--- config.mk ---
export PLATFORM = sky130hd
export DESIGN_NAME = byte_serial_wide_adder
export DESIGN_NICKNAME = d
export VERILOG_FILES = /design/src/rtl/byte_serial_wide_adder_pkg.sv /design/src/rtl/byte_serial_wide_adder_ks8.sv /design/src/rtl/byte_serial_wide_adder.sv
export SDC_FILE = /design/constraint.sdc
export NUM_CORES = 1
export LEC_CHECK = 0
export ABC_CLOCK_PERIOD_IN_PS = 3930
export CAP_MARGIN = 20
export CORE_ASPECT_RATIO = 0.7
export CORE_MARGIN = 2
export CORE_UTILIZATION = 25
export CTS_CLUSTER_SIZE = 14
export DETAILED_ROUTE_END_ITERATION = 8
export GPL_ROUTABILITY_DRIVEN = 0
export GPL_TIMING_DRIVEN = 0
export PLACE_DENSITY = 0.5
export SLEW_MARGIN = 20
export SYNTH_ARGS = -nofsm -noshare
export SYNTH_HDL_FRONTEND = slang
export SYNTH_SLANG_ARGS = --single-unit
--- constraint.sdc ---
create_clock -name clk -period 3.93 [get_ports clk]
set_input_delay 0.9825 -clock clk [delete_from_list [all_inputs] [get_ports clk]]
set_output_delay 0.9825 -clock clk [all_outputs]
set_load 0.02 [all_outputs]
--- src/rtl/byte_serial_wide_adder_pkg.sv ---
// Shared types and constants for the byte-serial wide adder.
package byte_serial_wide_adder_pkg;

    localparam int unsigned BYTE_W = 8;

    typedef enum logic [1:0] {
        IDLE  = 2'd0,
        RUN   = 2'd1,
        FLUSH = 2'd2,
        DONE  = 2'd3
    } state_e;

endpackage

--- src/rtl/byte_serial_wide_adder_ks8.sv ---
// Registered 8-bit Kogge-Stone adder: sum and carry-out are captured on the clock edge.
module byte_serial_wide_adder_ks8
    import byte_serial_wide_adder_pkg::*;
(
    input  logic              clk,
    input  logic              rst,
    input  logic [BYTE_W-1:0] a_i,
    input  logic [BYTE_W-1:0] b_i,
    input  logic              ci_i,
    output logic [BYTE_W-1:0] sum_o,
    output logic              co_o
);

    localparam int unsigned LVLS = 3;

    logic [BYTE_W-1:0] g [LVLS+1];
    logic [BYTE_W-1:0] p [LVLS+1];
    logic [BYTE_W:0]   c;
    logic [BYTE_W-1:0] sum_d;
    logic [BYTE_W-1:0] sum_q;
    logic              co_q;

    // Parallel-prefix group generate/propagate; carry-in folded in at the end.
    always_comb begin
        g = '{default: '0};
        p = '{default: '0};
        c = '0;
        g[0] = a_i & b_i;
        p[0] = a_i ^ b_i;
        for (int unsigned l = 0; l < LVLS; l++) begin
            for (int unsigned i = 0; i < BYTE_W; i++) begin
                if (i >= (32'd1 << l)) begin
                    g[l+1][i] = g[l][i] | (p[l][i] & g[l][i-(32'd1 << l)]);
                    p[l+1][i] = p[l][i] & p[l][i-(32'd1 << l)];
                end else begin
                    g[l+1][i] = g[l][i];
                    p[l+1][i] = p[l][i];
                end
            end
        end
        c[0] = ci_i;
        for (int unsigned i = 0; i < BYTE_W; i++) begin
            c[i+1] = g[LVLS][i] | (p[LVLS][i] & ci_i);
        end
        sum_d = p[0] ^ c[BYTE_W-1:0];
    end

    always_ff @(posedge clk) begin
        if (rst) begin
            sum_q <= '0;
            co_q  <= 1'b0;
        end else begin
            sum_q <= sum_d;
            co_q  <= c[BYTE_W];
        end
    end

    assign sum_o = sum_q;
    assign co_o  = co_q;

endmodule

--- src/rtl/byte_serial_wide_adder.sv ---
// Multi-byte add/subtract sequencer: streams operands LSB-first through the registered
// 8-bit adder, chains carries byte to byte and reassembles the wide result.
module byte_serial_wide_adder
    import byte_serial_wide_adder_pkg::*;
#(
    parameter int unsigned NBYTES = 4
) (
    input  logic                   clk,
    input  logic                   rst,
    input  logic                   in_valid,
    output logic                   in_ready,
    input  logic [BYTE_W*NBYTES-1:0] in_a,
    input  logic [BYTE_W*NBYTES-1:0] in_b,
    input  logic                   in_ci,
    input  logic                   in_sub,
    output logic                   out_valid,
    input  logic                   out_ready,
    output logic [BYTE_W*NBYTES-1:0] out_sum,
    output logic                   out_co,
    output logic                   out_ovf
);

    localparam int unsigned W    = BYTE_W * NBYTES;
    localparam int unsigned IDXW = $clog2(NBYTES);

    state_e            state_q;
    logic [IDXW-1:0]   idx_q;
    logic [W-1:0]      a_q;
    logic [W-1:0]      b_q;
    logic              ci_q;
    logic              sub_q;
    logic [W-1:0]      sum_q;
    logic              co_q;
    logic              ovf_q;
    logic              valid_q;

    logic [W-1:0]      a_sh;
    logic [W-1:0]      b_sh;
    logic [BYTE_W-1:0] ks_a;
    logic [BYTE_W-1:0] ks_b;
    logic              ks_ci;
    logic [BYTE_W-1:0] ks_sum;
    logic              ks_co;

    // Byte select for the adder; inputs parked at zero outside RUN.
    always_comb begin
        a_sh  = '0;
        b_sh  = '0;
        ks_a  = '0;
        ks_b  = '0;
        ks_ci = 1'b0;
        if (state_q == RUN) begin
            a_sh  = a_q >> {idx_q, 3'b000};
            b_sh  = b_q >> {idx_q, 3'b000};
            ks_a  = a_sh[BYTE_W-1:0];
            ks_b  = b_sh[BYTE_W-1:0];
            ks_ci = (idx_q == '0) ? ci_q : ks_co;
        end
    end

    byte_serial_wide_adder_ks8 u_ks8 (
        .clk   (clk),
        .rst   (rst),
        .a_i   (ks_a),
        .b_i   (ks_b),
        .ci_i  (ks_ci),
        .sum_o (ks_sum),
        .co_o  (ks_co)
    );

    // Sequencer; the adder output lags its inputs by one edge, so byte k lands at E(k+2).
    always_ff @(posedge clk) begin
        if (rst) begin
            state_q <= IDLE;
            idx_q   <= '0;
            a_q     <= '0;
            b_q     <= '0;
            ci_q    <= 1'b0;
            sub_q   <= 1'b0;
            sum_q   <= '0;
            co_q    <= 1'b0;
            ovf_q   <= 1'b0;
            valid_q <= 1'b0;
        end else begin
            case (state_q)
                IDLE: begin
                    if (in_valid) begin
                        a_q     <= in_a;
                        b_q     <= in_sub ? ~in_b : in_b;
                        ci_q    <= in_sub ^ in_ci;
                        sub_q   <= in_sub;
                        idx_q   <= '0;
                        state_q <= RUN;
                    end
                end
                RUN: begin
                    for (int unsigned j = 1; j < NBYTES; j++) begin
                        if (idx_q == IDXW'(j)) begin
                            sum_q[(j-1)*BYTE_W +: BYTE_W] <= ks_sum;
                        end
                    end
                    idx_q <= idx_q + 1'b1;
                    if (idx_q == IDXW'(NBYTES-1)) begin
                        state_q <= FLUSH;
                    end
                end
                FLUSH: begin
                    sum_q[W-1 -: BYTE_W] <= ks_sum;
                    co_q    <= ks_co ^ sub_q;
                    ovf_q   <= (a_q[W-1] == b_q[W-1]) && (ks_sum[BYTE_W-1] != a_q[W-1]);
                    valid_q <= 1'b1;
                    idx_q   <= '0;
                    state_q <= DONE;
                end
                DONE: begin
                    if (out_ready) begin
                        valid_q <= 1'b0;
                        state_q <= IDLE;
                    end
                end
                default: state_q <= IDLE;
            endcase
        end
    end

    assign in_ready  = (state_q == IDLE);
    assign out_valid = valid_q;
    assign out_sum   = sum_q;
    assign out_co    = co_q;
    assign out_ovf   = ovf_q;

endmodule

==> results of run 1 <==
==> cell type report <==
class,instances,area (um^2)
timing repair buffer,103,1030
clock inverter,14,203
clock buffer,18,439
sequential,114,2280
inverter,7,26.3
tap,276,345
multi-input combinational,413,2730
fill,2155,13400
buffer,44,206
==> path summary, 6_finish.rpt <==
kind / startpoint / end / slack, ps
setup / recovery: idx_q[0] / u_ks8.sum_o[7] / 820
hold / removal: out_sum[10] / out_sum[10] / 450
setup reg to reg: idx_q[0] / u_ks8.sum_o[7] / 820
hold reg to reg: out_sum[10] / out_sum[10] / 450
==> cells in the final DEF, fill, tap and decap left out, types with 2 or more instances in the layout <==
| cell | Yosys | routed |
|---|---|---|
| mux2i_1 | 9 | 9 |
| nor2b_1 | 7 | 7 |
| nor2_1 | 56 | 56 |
| clkbuf_1 | 21 | 21 |
| a211oi_1 | 37 | 37 |
| buf_6 | 2 | 2 |
| nand3_1 | 28 | 28 |
| a21o_1 | 2 | 2 |
| or2_2 | 2 | 2 |
| inv_1 | 7 | 7 |
| bufinv_16 | 0 | 4 |
| ha_1 | 17 | 17 |
| mux2_1 | 2 | 2 |
| clkinv_4 | 0 | 3 |
| nor3_1 | 4 | 4 |
| nand2_1 | 96 | 96 |
| inv_6 | 0 | 3 |
| clkinvlp_4 | 0 | 4 |
| buf_4 | 2 | 2 |
| and2_1 | 17 | 17 |
| buf_2 | 15 | 15 |
| clkdlybuf4s50_1 | 0 | 103 |
| mux4_2 | 16 | 16 |
| clkbuf_16 | 0 | 17 |
| a21oi_1 | 64 | 64 |
| dfxtp_1 | 114 | 114 |
| buf_1 | 4 | 4 |
| xnor2_1 | 35 | 35 |
| o21ai_0 | 5 | 5 |
==> synthesized netlist by cell type (all sizes together) <==
| cell type | number |
|---|---|
| or2 | 2 |
| nand3 | 28 |
| o311ai | 1 |
| o21bai | 1 |
| o221ai | 1 |
| clkbuf | 21 |
| mux2i | 10 |
| o21ai | 5 |
| a221oi | 1 |
| dfxtp | 114 |
| nor3 | 4 |
| o21a | 1 |
| mux4 | 16 |
| o22ai | 1 |
| a31oi | 1 |
| a21o | 2 |
| nand4 | 1 |
| inv | 7 |
| nor2b | 7 |
| o2111a | 1 |
| a21oi | 65 |
| a41oi | 1 |
| xnor2 | 35 |
| a211oi | 37 |
| a311oi | 1 |
| mux2 | 3 |
| fa | 1 |
| nor2 | 56 |
| nand2 | 96 |
| and2 | 17 |
| buf | 23 |
| ha | 17 |
| and3 | 1 |
==> cell families after synthesis <==
kind of cell / Yosys count / share of synthesized area [%]
buf+inv: 51 / 4.44
simple gates: 212 / 17.4
flops: 114 / 43.5
compound gates: 119 / 14.6
mux: 29 / 9.74
xor+xnor: 35 / 5.85
fa+ha+maj: 18 / 4.44
==> power by group through the flow <==
stage / clock network (W) / registers, W / logic (W)
after floorplan: 0 / 0.00150 / 0.000873
after global placement: 0 / 0.00155 / 0.00128
after detailed placement: 0 / 0.00155 / 0.00128
after CTS: 0.00169 / 0.00153 / 0.00128
after global routing: 0.00175 / 0.00155 / 0.00142
final: 0.00167 / 0.00153 / 0.00127
==> registers in the layout, indices dropped and copies added, names as in the netlist <==
| register | cells |
|---|---|
| state_q | 2 |
| out_ovf | 1 |
| out_sum | 32 |
| a_q | 32 |
| sub_q | 1 |
| u_ks8.co_o | 1 |
| b_q | 32 |
| idx_q | 2 |
| ci_q | 1 |
| out_valid | 1 |
| u_ks8.sum_o | 8 |
| out_co | 1 |
==> tightest hold or removal path: cells and delay by family (launching register included) <==
kind	cells	cell delay, ps
flops	1	310
simple gates	1	50
compound gates	1	50
==> metrics by stage <==
| step | hold slack, ps | worst slack, ps | total power, W | cell area [um^2] |
|---|---|---|---|---|
| floorplan | 433 | 1180 | 0.00237 | 5240 |
| global placement | 443 | 831 | 0.00283 | 6620 |
| detailed placement | 447 | 861 | 0.00283 | 6620 |
| CTS | 454 | 832 | 0.00450 | 7260 |
| global route | 471 | 623 | 0.00472 | 7260 |
| finish | 454 | 820 | 0.00447 | 7260 |
==> metal layers <==
layer  wire length, um  vias up
met5                 0        -
met4                95        0
met3               838        8
met2              6310      125
met1              8700     2088
li1                  -     2246
==> results by stage, run 1 <==
Status:
- The flow ran to the end, and the final reports show no timing, DRC or antenna violations.

Layout:
- Excluding fillers, the count of instances in the completed layout stands at 989.
- 0 antenna diodes ended up in the layout.
- At the end of the flow, the number of nets in the layout was 788.
- The post-synthesis to final-layout area growth is 38.5%.
- The ratio of cells with drive above 1 in the final layout is 10.9%.
- Measured on the finished design, the core utilization comes to 35.2%.

Power and ir drop:
- In this run switching power makes up 33.0% of total power.
- Per report_power, the combinational group accounts for 28.5% of the total.
- The worst supply voltage drop on vdd is 315 uV.
- The clock network fraction of design power is 37.3%.
- The analysis attributes to cell leakage a power of 2.59 nW.
- The power dissipated by switching net loads is 0.00148 W.
- In this run, flip-flops and latches consume 34.2% of the power.
- The total power density per cell area is 616 nW/um^2.
- Internal power comes to 0.00299 W.

Die:
- The width of the die is 177 um.
- The die is 125 um tall.
- The full die area is 22200 um^2.
- The initial utilization of the core area, before any placement, comes to 25.4%.
- In this run the core area contains 44 standard-cell rows.
- The boundary pin count is 106.
- The core box area is 20600 um^2.

Place:
- Summed over all nets, the half-perimeter wirelength after detailed placement is 12000 um.
- The number of placed instances, taps included, is 957.
- Buffers placed on the I/O ports in this run total 103.

Logic synthesis:
- Sequential elements use 43.5% of the synthesized area.
- By area the synthesized netlist is led by dfxtp_1 44%, mux4_2 6.9%, nand2_1 6.9%.
- The mean cell area of the mapped netlist is 9.07 um^2.
- The synthesized cell area is 5240 um^2.
- Counting every net in the synthesized netlist gives 666.
- The share of synthesized area in the top cell type comes to 43.5%.
- The warning count from the yosys run is 0.
- The distinct cell type count after synthesis is 39.
- The cell taking the most area after synthesis is dfxtp_1.
- The synthesized design contains 114 register bits.
- Synthesis produced 578 cells.

Setup path:
- On the critical path, the stage with the largest delay is an instance of mux4_2.
- The required time of the critical path is 4220 ps.
- Traced cell by cell, the critical path runs through buf_6 -> buf_6 -> mux4_2 -> and2_1 -> ha_1 -> a211oi_1 -> o21bai_1 -> o311ai_2 -> mux2_1.
- The largest fanout on the critical path is 10.
- The critical path is of the reg -> reg type.
- STA classifies the critical path startpoint as a register.
- At the worst endpoint, the arrival time is 3400 ps.
- Among cell families on the critical path, the largest total delay comes from multiplexers.
- Measured in cells, the most critical reg-to-reg path has a length of 9.
- STA classifies the critical path endpoint as a register.
- In this run the number of cells on the critical path is 9.
- The dominant cell type by count on the critical path is buf_6.
- The buffers plus inverters on the worst setup path is 2.
- The worst stage delay on the critical path is 550 ps.

Run:
- The count of max-cap constraint violations is 0.

GRT:
- Entering global routing, the biggest net connects 17 pins.
- The total global-route track usage is 15.0%.
- The wire length of the first global-routing pass is 25600 um.
- In the global route stage, met2 resource usage came out at 20.4%.
- Global routing used 23.6% of the available met1 tracks.
- For this run the aggregate overflow at the end of global routing stands at 0.
- Global routing consumed, on the met3 layer, 3.47% of the routing resources.
- The number of antenna violations at the first check in global routing is 0.
- The via count of the first global-routing pass was 4452.
- The most utilized layer in the global route result is met1.

Clock network:
- The H-tree depth reported by CTS is 4.
- The number of gates resized after CTS was 0.
- The count of clock tree sinks is 114.
- The worst-skew pair later-pin latency is 410 ps.
- CTS placed an instance of clkbuf_16 at the clock tree root.
- The maximum number of buffers from clock root to sink is 2.
- The clock edge transition at the registers on the reported setup and hold paths is 60 ps.
- After clock tree synthesis, the setup repair step added 0 buffers.
- The hold-fix buffer count after cts is 0.
- TritonCTS built the clock tree.
- The number of clock buffers inserted by TritonCTS is 17.

Routing:
- The routed via count is 4467.
- The detailed router finished its first iteration with 282 violations.
- The first detailed-routing pass ran for 5 iterations.
- In the routed design, unresolved DRC markers number 0.
- The total wirelength of the detailed-routed design is 15900 um.
- The detailed-route wire length per cell is 16.1 um.
- Once detail routing completed, the nets flagged for antenna violations numbered 0.
- After detailed routing, the number of vias per cell comes to 4.52.

STA:
- Headroom to the max-slew limit came out at 52.9%.
- The final critical path time including I/O delays and setup is 3110 ps.
- After routing, the total negative slack on setup checks comes to 0 ps.
- The max-slew violation count is 0.
- Based on the critical path, the design can be clocked at up to 322 MHz.
- After layout, the worst path uses 79.1% of the clock period.
- Setup repair after global routing left no endpoint under its margin.
- The setup skew after layout is 10.4 ps.
- The final-report hold violation count was 0.
- The final setup violation count is 0.
- For the pin with the worst max-slew slack, the measured transition is 706 ps.

Hold path:
- Counting instances, the worst hold path has a depth of 2.
- The worst hold path belongs to the class reg -> reg.
Note: power is estimated with default switching activity, not from simulation.
==> inputs of run 2 (changes only) <==
Settings changed: ABC_CLOCK_PERIOD_IN_PS 3930 to 3100.
Clock period 3.93 ns to 3.1 ns, I/O delays scaled along.
==> run 2 against run 1 <==
Effect of this change:
- combinational power increased by 28%
- setup slack got worse by 650 ps
- critical path depth unchanged
- critical path type unchanged
- final area increased by 0.28%
==> results by stage, run 2 (synthesized netlist as in run 1, its figures left out) <==
Setup path:
- The required time of the critical path was 3390 ps (-830 ps).
- Walking the worst path, the cells encountered are buf_2 -> clkbuf_4 -> mux4_2 -> and2_1 -> ha_1 -> nand4_2 -> o221ai_2 -> a31oi_1 -> mux2_1.
- The largest fanout on the critical path was 10 (unchanged).
- The startpoint-to-endpoint class of the critical path is reg -> reg.
- The worst stage delay on the critical path was 370 ps (-180 ps).
- The cell type group with the largest total delay on the critical path is multiplexers.
- The buffers plus inverters on the worst setup path was 2 (unchanged).
- Among all stages on the critical path, the largest delay is contributed by mux4_2.
- The worst setup path is captured at a register.
- STA classifies the critical path startpoint as a register.
- The arrival time at the worst endpoint is 3220 ps (-180 ps).

Clock network:
- The number of clock buffers inserted by TritonCTS came to 17 (unchanged).
- The count of clock tree sinks is 114 (unchanged).
- The H-tree depth reported by CTS is 4 (unchanged).
- The TritonCTS clock tree is yes.
- The worst-skew pair later-pin latency came to 410 ps (about the same).
- The post-cts repair resize count is 0 (unchanged).
- The hold-fix buffer count after cts is 0 (unchanged).
- The clock edge transition at the registers on the reported setup and hold paths is 60 ps (about the same).
- The buffers inserted during post-CTS setup optimization is 0 (unchanged).
- The tree is rooted in a clkbuf_16.
- The maximum number of buffers from clock root to sink is 2 (unchanged).

Die:
- The overall die height was 125 um (unchanged).
- The row count was 44 (unchanged).
- The boundary pin count is 106 (unchanged).
- The effective utilization at floorplan is 25.4% (unchanged).
- The full die area is 22200 um^2 (unchanged).
- The core box area is 20600 um^2 (unchanged).
- The width of the die is 177 um (unchanged).

GRT:
- The global-route met2 utilization came to 20.4% (unchanged).
- The final global-route overflow total was 0 (unchanged).
- The pin count of the biggest net entering global routing is 17 (unchanged).
- The total global-route track usage was 15.0% (unchanged).
- The fraction of met1 tracks used by global routing is 23.6% (unchanged).
- The met3 track demand over resource came to 3.47% (unchanged).
- The via count of the first global-routing pass is 4452 (unchanged).
- met1 is the most crowded layer.
- The number of antenna violations at the first check in global routing was 0 (unchanged).
- The wire length of the first global-routing pass is 25600 um (unchanged).

Routing:
- The detailed-route wire length per cell is 16.1 um (+0.16%).
- The violation count after the first detailed-routing iteration came to 273 (-3.2%).
- The per-cell via count in the routed design is 4.47 (-1.1%).
- The detailed-router iteration count before antenna repair is 5 (unchanged).
- The number of remaining DRC errors was 0 (unchanged).
- The post-detailed-route count of antenna-violating nets came to 0 (unchanged).
- The routed via count was 4414 (-1.2%).
- The total wirelength of the detailed-routed design was 16000 um (about the same).

Layout:
- Leaving out fill and tap cells, the most frequent cell in the layout is dfxtp_1.
- The count of fill cells added during filler insertion is 2149 (-0.28%).
- The post-route cell area came to 7280 um^2 (+0.28%).
- The net count of the finished layout was 787 (-0.13%).
- The ratio of cells with drive above 1 in the final layout came to 11.4% (+0.44 points).
- The count of non-filler cells in the finished layout came to 988 (-0.10%).
- The area growth from synthesis to layout is 38.9%.
- In the layout the commonest cells are 113 x dfxtp_1, 103 x clkdlybuf4s50_1, 96 x nand2_1, 64 x a21oi_1, 56 x nor2_1.
- The number of inserted diodes came to 0 (unchanged).
- The share of the core filled with cells is 35.3% (+0.097 points).

Place:
- The number of port buffers came to 103 (unchanged).
- The placed instance area is 6620 um^2 (unchanged).
- The setup slack at placement is 30.8 ps (-830 ps).
- The placed wire-length estimate is 12000 um (unchanged).
- The count of placed standard cells including taps was 957 (unchanged).

STA:
- The relative slew slack is 53.2% (+0.31 points).
- The setup skew after layout was 9.98 ps (-0.456 ps).
- The final critical path time including I/O delays and setup is 2930 ps (-180 ps).
- The final-report hold violation count is 0 (unchanged).
- The post-route clock period utilization is 94.5% (+15 points).
- The max-slew violation count came to 0 (unchanged).
- The final setup violation count is 0 (unchanged).
- The accumulated negative setup slack came to 0 ps (unchanged).
- The final setup slack of the worst path came to 170 ps (-650 ps).
- The slew of the pin with the lowest slew margin is 702 ps (-4.62 ps).
- The maximum achievable frequency came to 341 MHz (+6.2%).
- Setup repair after global routing left no endpoint under its margin.

Hold path:
- The worst min-delay path class is reg -> reg.

Run:
- The count of max-cap constraint violations is 0 (unchanged).

Power and ir drop:
- The worst supply voltage drop on vdd came to 397 uV (+26%).
- The static leakage is 2.59 nW (about the same).
- The total power density per cell area was 779 nW/um^2 (+27%).

Status:
- The flow ran to the end, and the final reports show no timing, DRC or antenna violations.
[run 2: metrics by stage]
step                hold slack (ps)  power (W)
global route                    471    0.00600
floorplan                       433    0.00301
CTS                             454    0.00571
global placement                443    0.00359
finish                          454    0.00567
detailed placement              447    0.00359
[run 2: cell type report]
class	instances	area [um^2]	share of cell area (%)
clock buffers	18	439	6.03
well taps	276	345	4.74
plain buffers	43	218	2.99
clock inverters	14	203	2.78
multi-input cells	413	2730	37.6
flip-flops and latches	114	2280	31.4
repair buffers	103	1030	14.2
inverters	7	26.3	0.361
[run 2: routing by layer]
metal / part of all wire (%) / vias to the layer above
met5: 0 / -
met4: 0.43 / 0
met3: 6.6 / 5
met2: 40 / 117
met1: 53 / 2054
li1: - / 2238
[run 2: worst paths after layout]
check                   start              to  slack [ps]  cells past startpoint
setup / recovery     idx_q[1]  u_ks8.sum_o[5]         170                      9
hold / removal    out_sum[10]     out_sum[10]         450                      2
setup reg to reg     idx_q[1]  u_ks8.sum_o[5]         170                      9
hold reg to reg   out_sum[10]     out_sum[10]         450                      2
[run 2: worst register-to-register path, stage by stage (launching register included)]
cell,delay (ps)
dfxtp_1,350
buf_2,290
clkbuf_4,310
mux4_2,370
and2_1,220
ha_1,320
nand4_2,170
o221ai_2,290
a31oi_1,160
mux2_1,340
[run 2: power by group]
part           total (W)  switching (W)  internal [W]
registers        0.00194       0.000199       0.00174
logic            0.00162       0.000935      0.000687
clock network    0.00211       0.000735       0.00138
total            0.00567        0.00187       0.00380
==> inputs of run 3 (changes only) <==
Settings changed: PLACE_DENSITY 0.5 to 0.53.
==> run 3 against run 2 <==
Effect of this change:
- wire length is 0.54% lower
- fmax is 2.9% lower
- combinational power about the same
- clock skew grew 6.9 ps
- critical path depth is the same
- clock-buffer cell count stayed put
- largest cell class unchanged
- critical endpoint is now u_ks8.sum_o[7]
- first-iteration DRC count decreased by 11%
- final area shrank 0.57%
- sequential power barely moved
- setup slack worse by 87 ps
- sequential share of layout area grew 0.16 points
==> results by stage, run 3 (synthesized netlist as in run 1, its figures left out) <==
Hold path:
- The cell depth of the worst min-delay path is 2 (unchanged).
- The worst min-delay path class is reg -> reg.
- The critical hold path startpoint is a_q[15].
- The terminating pin of the worst hold path is a_q[15].

STA:
- The maximum achievable frequency came to 331 MHz (-2.9%).
- The final critical path time including I/O delays and setup is 3020 ps (+86.9 ps).
- Setup repair after global routing left no endpoint under its margin.
- The setup skew after layout is 16.9 ps (+6.88 ps).
- The post-route clock period utilization is 97.3% (+2.8 points).
- The accumulated negative setup slack is 0 ps (unchanged).
- The final-report hold violation count is 0 (unchanged).
- The relative slew slack came to 54.9% (+1.6 points).
- The max-slew violation count was 0 (unchanged).
- The slew of the pin with the lowest slew margin is 677 ps (-24.5 ps).
- The final setup violation count is 0 (unchanged).

Setup path:
- The largest fanout on the critical path is 10 (unchanged).
- The slack of the worst reg-to-reg path came to 80 ps (-90 ps).
- The endpoint class of the critical path is a register.
- The category of the worst setup path launch point is a register.
- The startpoint identified for the worst register-to-register timing path is idx_q[1].
- The arrival time at the worst endpoint is 3320 ps (+100 ps).
- The setup path with the least slack is of type reg -> reg.
- In this run the critical register-to-register path is captured at u_ks8.sum_o[7].
- The number of cells on the worst reg-to-reg path is 9 (unchanged).
- The required time of the critical path came to 3400 ps (about the same).

Clock network:
- The root buffer cell chosen for the clock tree is clkbuf_16.
- The worst-skew pair later-pin latency came to 420 ps (about the same).
- The TritonCTS clock tree is yes.
- The maximum number of buffers from clock root to sink came to 2 (unchanged).
- The clock edge transition at the registers on the reported setup and hold paths is 60 ps (about the same).
- The number of clock buffers inserted by TritonCTS is 17 (unchanged).
- The H-tree depth reported by CTS was 4 (unchanged).
- The buffers inserted during post-CTS setup optimization is 0 (unchanged).
- The count of clock tree sinks is 114 (unchanged).

Routing:
- The detailed-router iteration count before antenna repair is 4 (-1).
- The number of remaining DRC errors is 0 (unchanged).
- The post-detailed-route count of antenna-violating nets was 0 (unchanged).
- The total wirelength of the detailed-routed design was 15900 um (-0.54%).
- The violation count after the first detailed-routing iteration is 243 (-11%).
- The detailed-route wire length per cell is 16.1 um (-0.44%).
- The per-cell via count in the routed design is 4.50 (+0.69%).
- The routed via count came to 4440 (+0.59%).

Die:
- The overall die height is 125 um (unchanged).
- The core box area came to 20600 um^2 (unchanged).
- The effective utilization at floorplan is 25.4% (unchanged).
- The full die area is 22200 um^2 (unchanged).
- The width of the die is 177 um (unchanged).
- The row count was 44 (unchanged).
- The boundary pin count is 106 (unchanged).

Layout:
- The post-synthesis to final-layout area growth is 38.1%.
- The number of inserted diodes is 0 (unchanged).
- The ratio of cells with drive above 1 in the final layout was 11.0% (-0.41 points).
- The post-route cell area is 7240 um^2 (-0.57%).
- The leading cell type in the layout, fill and taps excluded is dfxtp_1.
- The net count of the finished layout came to 786 (-0.13%).
- The share of the core filled with cells is 35.1% (-0.20 points).
- In the layout the commonest cells are 114 x dfxtp_1, 103 x clkdlybuf4s50_1, 96 x nand2_1, 64 x a21oi_1, 56 x nor2_1.

Power and ir drop:
- The sequential power share is 34.8% (+0.6 points).
- The static leakage is 2.59 nW (-0.26%).
- The internal portion of total power was 0.00371 W (-2.5%).
- The power dissipated by switching net loads is 0.00188 W (+0.52%).
- The combinational group share of total power is 28.9% (+0.3 points).
- The worst supply voltage drop on vdd came to 425 uV (+6.9%).
- The total power density per cell area came to 772 nW/um^2 (-0.94%).
- The clock network fraction of design power is 36.3% (-0.9 points).
- The share of total power consumed by net switching is 33.6% (+0.68 points).

GRT:
- The pin count of the biggest net entering global routing came to 17 (unchanged).
- The number of antenna violations at the first check in global routing is 0 (unchanged).
- The via count of the first global-routing pass is 4425 (-0.61%).
- The final global-route overflow total is 0 (unchanged).
- The wire length of the first global-routing pass is 25100 um (-2.2%).
- The total global-route track usage is 14.9% (-0.13 points).

Run:
- The count of max-cap constraint violations is 0 (unchanged).

Place:
- The number of port buffers came to 103 (unchanged).
- The placed wire-length estimate is 11900 um (-0.75%).
- The placed instance area is 6620 um^2 (unchanged).

Status:
- The flow ran to the end, and the final reports show no timing, DRC or antenna violations.
[run 3: layout make-up]
type                            instances  area (um^2)
Multi-Input combinational cell        413         2730
Clock inverter                         14          180
Timing Repair Buffer                  103         1030
Clock buffer                           18          439
Buffer                                 42          203
Inverter                                7         26.3
Sequential cell                       114         2280
Fill cell                            2178        13400
Tap cell                              276          345
[run 3: metal layers]
metal,up-vias,routed length (um),track usage [%]
met5,-,0,0
met4,0,171,3.99
met3,16,1020,3.56
met2,124,6230,20.5
met1,2062,8440,22.9
li1,2238,-,-
[run 3: timing repair]
item / CTS / global route
hold buffers: 0 / 0
setup endpoints to repair: 1 / 3
gates resized for setup: 1 / 4
[run 3: how the worst max path moves through the flow]
stage	start	slack [ps]	end	cells after the start
2_1_floorplan	idx_q[0]	350	u_ks8.sum_o[7]	9
3_3_place_gp	idx_q[0]	-9	u_ks8.sum_o[7]	9
3_5_place_dp	idx_q[0]	-30	u_ks8.sum_o[7]	9
4_1_cts	idx_q[0]	3	u_ks8.sum_o[7]	9
5_1_grt	idx_q[1]	5	u_ks8.sum_o[7]	9
6_report	idx_q[1]	80	u_ks8.sum_o[7]	9
[run 3: through the flow]
stage               hold WS, ps  setup slack (ps)  instances  power [W]
global route                469              5.30        987    0.00590
CTS                         455              3.04        989    0.00564
detailed placement          447             -26.1        957    0.00359
floorplan                   433               350        578    0.00301
finish                      454              83.2        987    0.00559
global placement            442             -9.39        957    0.00358
[run 3: power by group through the flow]
stage | clock network (W) | registers, W | logic (W)
after floorplan | 0 | 0.00190 | 0.00111
after global placement | 0 | 0.00197 | 0.00161
after detailed placement | 0 | 0.00197 | 0.00162
after CTS | 0.00207 | 0.00194 | 0.00163
after global routing | 0.00215 | 0.00198 | 0.00178
final | 0.00203 | 0.00195 | 0.00161
[run 3: critical path: stages (launching register included)]
cell and delay (ps):
dfxtp_1 340, buf_2 270, buf_4 270, mux4_2 360, and2_1 190, ha_1 380, a211oi_2 290, o21bai_1 150
o311ai_2 310, mux2_1 350
